## config.mk

```make
export PLATFORM = sky130hd
export DESIGN_NAME = ram_arbiter
export DESIGN_NICKNAME = d
export VERILOG_FILES = /design/src/rtl/ram_arbiter.sv
export SDC_FILE = /design/constraint.sdc
export NUM_CORES = 1
export LEC_CHECK = 0
export CAP_MARGIN = 10
export CORE_UTILIZATION = 24
export CTS_BUF_LIST = sky130_fd_sc_hd__clkbuf_4
export DETAILED_ROUTE_END_ITERATION = 8
export PLACE_DENSITY = 0.82
export SLEW_MARGIN = 20
export SYNTH_ARGS = -nofsm -noshare
export SYNTH_HDL_FRONTEND = slang
export SYNTH_SLANG_ARGS = --single-unit
```

## constraint.sdc

```tcl
create_clock -name clk -period 2.74 [get_ports clk]
set_clock_uncertainty 0.15 [all_clocks]
set_input_delay 0.548 -clock clk [delete_from_list [all_inputs] [get_ports clk]]
set_output_delay 0.548 -clock clk [all_outputs]
set_load 0.02 [all_outputs]
```

## src/rtl/ram_arbiter.sv

```systemverilog
// Single-port RAM arbiter: the CPU port has fixed priority and the DMA port has a starvation bound.
// Read data returns one cycle after the grant and is tagged with the requesting port.
module ram_arbiter #(
  parameter int ADDR_W     = 8,
  parameter int DATA_W     = 16,
  parameter int MAX_STARVE = 4
) (
  input  logic              clk,
  input  logic              rst,
  input  logic              c_req,
  input  logic              c_we,
  input  logic [ADDR_W-1:0] c_addr,
  input  logic [DATA_W-1:0] c_wdata,
  output logic              c_gnt,
  output logic              c_rvalid,
  output logic [DATA_W-1:0] c_rdata,
  input  logic              d_req,
  input  logic              d_we,
  input  logic [ADDR_W-1:0] d_addr,
  input  logic [DATA_W-1:0] d_wdata,
  output logic              d_gnt,
  output logic              d_rvalid,
  output logic [DATA_W-1:0] d_rdata,
  output logic              ram_w_en,
  output logic [ADDR_W-1:0] ram_addr,
  output logic [DATA_W-1:0] ram_w_data,
  input  logic [DATA_W-1:0] ram_r_data,
  output logic              owner
);

  localparam int CNT_W = $clog2(MAX_STARVE + 1);
  localparam logic [CNT_W-1:0] STARVE_LIMIT = CNT_W'(MAX_STARVE);

  logic [CNT_W-1:0] starve_q, starve_d;
  logic             rd_c_q, rd_c_d;
  logic             rd_d_q, rd_d_d;
  logic             force_dma_s;

  assign force_dma_s = (starve_q == STARVE_LIMIT);

  // One grant per cycle; the DMA port wins a contested cycle only once it has starved to the limit
  always_comb begin
    c_gnt = 1'b0;
    d_gnt = 1'b0;
    owner = 1'b0;
    if (rst) begin
      c_gnt = 1'b0;
      d_gnt = 1'b0;
      owner = 1'b0;
    end else if (c_req && !(d_req && force_dma_s)) begin
      c_gnt = 1'b1;
      owner = 1'b0;
    end else if (d_req) begin
      d_gnt = 1'b1;
      owner = 1'b1;
    end else begin
      owner = 1'b0;
    end
  end

  // RAM port mux follows the owner; an idle bus still presents the CPU address
  always_comb begin
    ram_addr   = c_addr;
    ram_w_data = c_wdata;
    ram_w_en   = 1'b0;
    if (owner) begin
      ram_addr   = d_addr;
      ram_w_data = d_wdata;
      ram_w_en   = d_we && d_gnt;
    end else begin
      ram_addr   = c_addr;
      ram_w_data = c_wdata;
      ram_w_en   = c_we && c_gnt;
    end
  end

  // Starvation counter saturates at the limit and never wraps
  always_comb begin
    starve_d = starve_q;
    if (d_gnt) begin
      starve_d = {CNT_W{1'b0}};
    end else if (d_req && (starve_q < STARVE_LIMIT)) begin
      starve_d = starve_q + CNT_W'(1);
    end else begin
      starve_d = starve_q;
    end
  end

  // Read-return tags: remember which port issued a granted read
  always_comb begin
    rd_c_d = c_gnt && !c_we;
    rd_d_d = d_gnt && !d_we;
  end

  // State register with synchronous reset
  always_ff @(posedge clk) begin
    if (rst) begin
      starve_q <= {CNT_W{1'b0}};
      rd_c_q   <= 1'b0;
      rd_d_q   <= 1'b0;
    end else begin
      starve_q <= starve_d;
      rd_c_q   <= rd_c_d;
      rd_d_q   <= rd_d_d;
    end
  end

  // Both ports see the RAM read bus; only the rvalid tag qualifies it
  assign c_rvalid = rd_c_q;
  assign d_rvalid = rd_d_q;
  assign c_rdata  = ram_r_data;
  assign d_rdata  = ram_r_data;

endmodule
```

# After elaboration in Yosys (flattened, before gate mapping)
# Cells that the tools add are included.
dict set report word_totals {
  word_cells 25
  register_bits 5
  in_bits 70
}
dict set report classes {
  n_mux 8
  n_eq_ne 1
  add_sub_neg 1
  n_reduce_logical 11
  order_cmp 1
}
# op n
set op_table {}
lappend op_table {{16-bit 2-to-1 mux} 1}
lappend op_table {{8-bit 2-to-1 mux} 1}
lappend op_table {{1-bit logical AND} 7}
lappend op_table {{1-bit 2-to-1 mux} 6}
lappend op_table {{3-bit by 1-bit adder with 3-bit output (second input constant)} 1}
lappend op_table {{3-bit equality test (second input constant)} 1}
lappend op_table {{1-bit zero test} 3}
lappend op_table {{3-bit < comparator (second input constant)} 1}
lappend op_table {{2-bit OR reduction} 1}

# Longest topological paths before layout
# Gate-level depths: netlist (run 1).
dict set report depth {
  ltp_word 8
  ltp_mapped 7
}

# Least setup slack after synthesis (run 1)
# OpenSTA, ideal clock, no wires.
dict set report synth_timing {
  kind {reg-to-output}
  start {register starve_q[0]}
  end {output port ram_w_en}
  required_ns 2.042
  n_path_buf 0
  path_slack_ns 0.371
  arrival_time_ns 1.671
  path_stages_with_launch 5
  cell_sequence {dfxtp_1 -> inv_1 -> ha_1 -> a311oi_1 -> a22o_1}
}
dict set report synth_between {
  elab_chain_len 8
  elab_cells_between_ends 11
  classes_between {eq/ne: 1; mux: 5; reduce/logical: 5}
}
# element line_no
set synth_rtl {}
lappend synth_rtl {{start, declared} 34} ;# logic [CNT_W-1:0] starve_q, starve_d;
lappend synth_rtl {{start signal, assigned} 98} ;# starve_q <= {CNT_W{1'b0}};
lappend synth_rtl {{start signal, assigned} 102} ;# starve_q <= starve_d;
lappend synth_rtl {{3-bit equality test} 39} ;# assign force_dma_s = (starve_q == STARVE_LIMIT);
lappend synth_rtl {{1-bit logical AND} 50} ;# end else if (c_req && !(d_req && force_dma_s)) begin
lappend synth_rtl {{1-bit zero test} 50}
lappend synth_rtl {{1-bit logical AND} 50}
lappend synth_rtl {{1-bit 2-to-1 mux} 50}
lappend synth_rtl {{1-bit 2-to-1 mux} 46} ;# if (rst) begin
lappend synth_rtl {{net c_gnt} 14} ;# output logic c_gnt,
lappend synth_rtl {{1-bit logical AND} 73} ;# ram_w_en = c_we && c_gnt;
lappend synth_rtl {{1-bit 2-to-1 mux} 66} ;# if (owner) begin
lappend synth_rtl {{end, declared} 24} ;# output logic ram_w_en,
# The timed path passes the listed nets, and every way through them passes these cells.

# Final worst setup path (run 1)
dict set report layout_timing {
  start {input port d_req}
  end {output port ram_w_data[0]}
}
dict set report layout_between {
  elab_chain_len 6
  elab_cells_between_ends 7
  classes_between {mux: 4; reduce/logical: 3}
}
# element line_no
set layout_rtl {}
lappend layout_rtl {{start, declared} 17} ;# input logic d_req,
lappend layout_rtl {{1-bit logical AND} 50}
lappend layout_rtl {{1-bit zero test} 50}
lappend layout_rtl {{1-bit logical AND} 50}
lappend layout_rtl {{1-bit 2-to-1 mux *} 50}
lappend layout_rtl {{1-bit 2-to-1 mux *} 46}
lappend layout_rtl {{16-bit 2-to-1 mux *} 66}
lappend layout_rtl {{end, declared} 26} ;# output logic [DATA_W-1:0] ram_w_data,
# Every way passes the cells marked *; elsewhere a longest branch is shown, timed or not.

==> results of run 1 <==
metal layers:
metal	global-route usage	vias up
met2	0.246	58
met1	0.0916	366
met4	0.0444	0
met5	0	-
li1	-	377
met3	0.0352	11
area by class of cell:
type	instances	area, um2	share of cell area
timing repair buffer	96	896	0.574
multi-input combinational	39	464	0.298
sequential	5	101	0.0650
tap	46	57.6	0.0369
clock buffer	4	30.0	0.0192
inverter	3	11.3	0.00722
power groups by stage:
stage / Sequential, mW / Combinational, mW / Clock, mW
6_report: 0.0775 / 0.238 / 0.0939
5_1_grt: 0.0780 / 0.253 / 0.0992
4_1_cts: 0.0773 / 0.246 / 0.0967
3_5_place_dp: 0.0785 / 0.247 / 0
3_3_place_gp: 0.0784 / 0.242 / 0
2_1_floorplan: 0.0803 / 0.170 / 0
layout by cell type (no fill, tap or decap), types with 4 or more instances in the layout:
cell	n
buf_2	16
clkdlybuf4s50_1	53
buf_6	8
clkbuf_4	4
dfxtp_1	4
mux2_4	17
dlygate4sd2_1	4
buf_4	10
mux2_2	7
final timing paths:
path	startpoint	end	slack, ps	depth (start not counted)
setup / recovery	d_req	ram_w_data[0]	50	6
hold / removal	starve_q[2]	starve_q[2]	440	2
setup reg to reg	starve_q[1]	d_rvalid	1210	6
hold reg to reg	starve_q[2]	starve_q[2]	440	2
worst max-delay path: cells and delay by family:
family / cells / cell delay [ps]
multiplexers: 1 / 290
buffers and inverters: 4 / 880
AND/OR/NAND/NOR: 1 / 270
state kept, by name, summed over array words and instances (netlist names):
register  flops
d_rvalid      1
starve_q      3
c_rvalid      1
kinds of logic (layout without fill, tap and decap cells):
kind of cell | Yosys count | after routing
mux | 25 | 25
fa+ha+maj | 2 | 2
simple gates | 4 | 4
compound gates | 7 | 7
flops | 5 | 5
xor+xnor | 1 | 1
buf+inv | 39 | 103
repair_timing:
item	in CTS	in global routing
resized for setup	108	16
gates cloned	1	0
buffers inserted	4	0
pin swaps	1	2
endpoints found under the hold margin	0	0
setup endpoints to repair	28	20
==> out/metrics.yaml, run 1 <==
synth_cell_type_count: 18
post-route-min-period_ps: 2690
place_congestion: 0.745
yosys_most_used_dff: "dfxtp_1"
stdcell_count: 193
grt_use_total: 0.114
insertion_delay_ps: 240
clock_sink_count: 5
hpwl_um: 2030
cp-start-kind: "input pin"
fin_crit_sh: 0.982
avgSynthCellArea_um2: 10.4
ios: 132
status: "finished clean"
cellPowerDensity_nw_per_um2: 262
arrival_ps: 1990
viasPerCell: 4.21
met1_length_um: 792
crit_required_ps: 2040
worstSetupPathType: "input pin to output pin"
rsz0062_at_grt: "false"
finalHoldViolCount: 0
antenna_found_initial: 0
synth-async-reset-ratio: 0
synth-adder-area-share: 0.0289
coreArea_um2: 3390
io_buffers: 83
ant_nets: 0
n_fill_cell: 327
drt_iter0_drc: 5
fin_area_um2: 1560
cts.path.max_buffers: 2
seq_power_share: 0.189
vias: 812
pre_cts_ws_ps: -490
drt_pass1_iterations: 2
die_area_um2: 3850
path_cells: "clkdlybuf4s50_1 -> and3b_2 -> buf_6 -> buf_16 -> mux2_4 -> buf_4"
timing.fmax_ghz: 0.372
cts_max_level: 1
synthMostInstantiatedCell: "buf_4"
synth_enable_flop_cells: 0
drc: 0
layout_setup_ws_ps: 48.6
fin_nets: 220
top_layer: "met4"
clockRootBuffer: "clkbuf_4"
critPathMaxFanout: 7
finish.utilization: 0.460
numCtsBuffers: 3
max_cap_viol_count: 0
p_total_mw: 0.409
setup_violations: 0
avgRoutedWirePerCell_um: 13.0
synth_nets: 155
totalWireLength_um: 2500
met3_length_um: 283
irDropWorstVdd_uv: 169
p_comb_frac: 0.581
yosys-top-cells-area: "mux2_4 (29%), buf_4 (29%), dfxtp_1 (12%)"
yosys.area_share.simple: 0.0318
slew_viol_final: 0
pwr-share-clk: 0.229
synth_common_cells: "buf_4 (33), mux2_4 (17), mux2_2 (7), dfxtp_1 (5)"
yosysTopAreaCellShare: 0.295
fp-row-count: 21
ys_ff_latch: 5
grt_max_degree: 14
areaGrowthSynthToFinish_pct: 80.2
cts_tree: "done"
place_area_um2: 1550
syn-cell-area_um2: 866
hold_path_class: "flop to flop"
switchingPower_mw: 0.117
die_w_um: 62.1
grt_pass1_wl_um: 3220
setup_tns_ps: 0
wl_met2_um: 1340
p_leak_nw: 0.708
ctsHoldBuffers: 0
grt_overflow: 0
synth_top_cell_by_area: "mux2_4"
cp-end-kind: "output pin"
synth_compound_area_frac: 0.0636
p_sw_frac: 0.285
internal_power_mw: 0.292
worst_pin_slew_ps: 239
grt_pass1_vias: 797
slew_headroom: 0.840
cp_slowest_cell: "clkdlybuf4s50_1"
syn_inst: 83
synth_top_family_by_area: "multiplexers"
dp_cells: 184
die_h_um: 62.1
clk_pin_slew_ps: 40
num_antenna_cells: 0
synth_xor_area_frac: 0.0101
initial_utilization: 0.255
yosys_warnings: 0
holdWs_ps: 437
crit_path_max_incr_delay_ps: 470
synthMuxAreaShare: 0.397
drive_gt1_frac: 0.469
ys_seq_area_frac: 0.116
Power figures use the tool's default switching activity.
==> run 2: changes to the inputs <==
--- a/config.mk
+++ b/config.mk
@@ -6,10 +6,9 @@
 export NUM_CORES = 1
 export LEC_CHECK = 0
 export CAP_MARGIN = 10
-export CORE_UTILIZATION = 24
-export CTS_BUF_LIST = sky130_fd_sc_hd__clkbuf_4
+export CORE_UTILIZATION = 23
 export DETAILED_ROUTE_END_ITERATION = 8
-export PLACE_DENSITY = 0.82
+export PLACE_DENSITY = 0.79
 export SLEW_MARGIN = 20
 export SYNTH_ARGS = -nofsm -noshare
 export SYNTH_HDL_FRONTEND = slang
==> out/metrics.yaml, run 2 (synthesis results as in run 1) <==
crit_top_cell: "buf_12"
drt_iter0_drc: 22
io_buffers: 83
hold_path_class: "flop to flop"
cellPowerDensity_nw_per_um2: 278
worstSetupPathType: "input pin to output pin"
dp_cells: 184
drc: 0
fin_crit_sh: 0.985
stdcell_count: 193
cts_tree: "done"
grt_use_total: 0.135
setup_tns_ps: 0
r2r_slack_ps: 1180
grt_max_degree: 11
worstReg2RegStart: "starve_q[0]"
n_fill_cell: 340
p_total_mw: 0.464
arrival_ps: 2000
drive_gt1_frac: 0.449
cp-start-kind: "input pin"
p_leak_nw: 0.736
totalWireLength_um: 2710
worst_r2r_endpoint: "d_rvalid"
numCtsBuffers: 3
status: "finished clean"
setup_violations: 0
coreArea_um2: 3470
hp-start: "starve_q[2]"
seq_area_um2: 100
timing.fmax_ghz: 0.370
fp-row-count: 21
ios: 132
hold_depth: 2
place_congestion: 0.688
antenna_found_initial: 0
grt_pass1_vias: 846
pre_cts_ws_ps: -500
vias: 792
post-route-min-period_ps: 2700
cts.path.max_buffers: 2
critPathMaxFanout: 5
clk_pin_slew_ps: 40
die_h_um: 63.4
hpwl_um: 2230
slew_viol_final: 0
irDropWorstVdd_uv: 149
ctsHoldBuffers: 0
holdPathEnd: "starve_q[2]"
path_cells: "dlygate4sd2_1 -> a21bo_1 -> and3b_2 -> buf_12 -> buf_12 -> mux2_2 -> buf_2"
layout_setup_ws_ps: 40.6
initial_utilization: 0.250
max_cap_viol_count: 0
clockRootBuffer: "clkbuf_8"
viasPerCell: 4.10
grt_pass1_wl_um: 4170
crit_required_ps: 2040
slew_headroom: 0.810
avgRoutedWirePerCell_um: 14.1
num_antenna_cells: 0
grt_overflow: 0
regMostFlops: "starve_q"
mostFrequentLayoutCells: "clkdlybuf4s50_1 (52), mux2_4 (19), buf_4 (10)"
multi_input_area_um2: 478
cp_slowest_cell: "mux2_2"
die_w_um: 63.4
rsz0062_at_grt: "false"
largest_reg_flops: 3
areaGrowthSynthToFinish_pct: 92.9
finalHoldViolCount: 0
cts_max_level: 1
layout_commonest_cell: "clkdlybuf4s50_1"
rr_worst_depth: 6
crit_path_max_incr_delay_ps: 320
finish.utilization: 0.482
cp-end-kind: "output pin"
insertion_delay_ps: 220
clock_sink_count: 5
die_area_um2: 4010
worst_pin_slew_ps: 285
fin_nets: 220
ant_nets: 0
drt_pass1_iterations: 4
## run 2: changes by cell type in the layout (fill, tap and decap cells not counted), sizes merged
| cell | before | now |
|---|---|---|
| clkdlybuf4s50 | 53 | 52 |
| buf | 37 | 27 |
| dlymetal6s2s | 1 | 0 |
| clkbuf | 5 | 7 |
| dlygate4sd2 | 4 | 7 |
| clkdlybuf4s15 | 0 | 7 |
## run 2: final cells by class
type                    instances  share of cell area
repair buffers                 96               0.586
multi-input cells              39               0.286
flip-flops and latches          5              0.0599
well taps                      46              0.0345
clock buffers                   4              0.0270
inverters                       3             0.00674
## run 2: stage by stage
stage	instance area [um2]	hold slack, ps
final	1670	425
after global routing	1670	443
after floorplan	866	363
after CTS	1660	424
after global placement	1550	387
after detailed placement	1550	410
## run 2: critical path, delay by kind of cell
kind / cells / cell delay (ps)
buf+inv: 4 / 660
mux: 1 / 320
simple gates: 1 / 300
compound gates: 1 / 180
## run 2: how the worst max path moves through the flow
stage | from | to | cells after the start
3_5_place_dp | c_req | ram_addr[0] | 6
6_report | c_req | ram_addr[1] | 7
5_1_grt | c_req | ram_addr[0] | 6
3_3_place_gp | c_req | ram_addr[3] | 6
4_1_cts | c_req | ram_w_data[6] | 6
2_1_floorplan | starve_q[0] | ram_w_en | 4
## run 2: what timing repair did
| item | CTS | global route |
|---|---|---|
| endpoints found under the setup margin | 28 | 6 |
| cloned | 3 | 0 |
| buffers inserted | 2 | 0 |
| gates resized for setup | 103 | 10 |
| pin swaps | 1 | 0 |
| endpoints found under the hold margin | 0 | 0 |
## run 2: power breakdown
group / total (mW) / switching (mW) / leakage, nW / internal [mW]
registers: 0.0775 / 0.00126 / 0.0408 / 0.0763
logic: 0.252 / 0.0910 / 0.672 / 0.161
clock network: 0.134 / 0.0347 / 0.0228 / 0.0997
total: 0.464 / 0.127 / 0.736 / 0.337
## run 2: layer usage
metal	share of wire	global-route usage	vias to the layer above
li1	-	-	382
met4	0.014	0.0597	0
met1	0.36	0.139	352
met5	0	0	-
met3	0.098	0.0543	8
met2	0.53	0.238	50
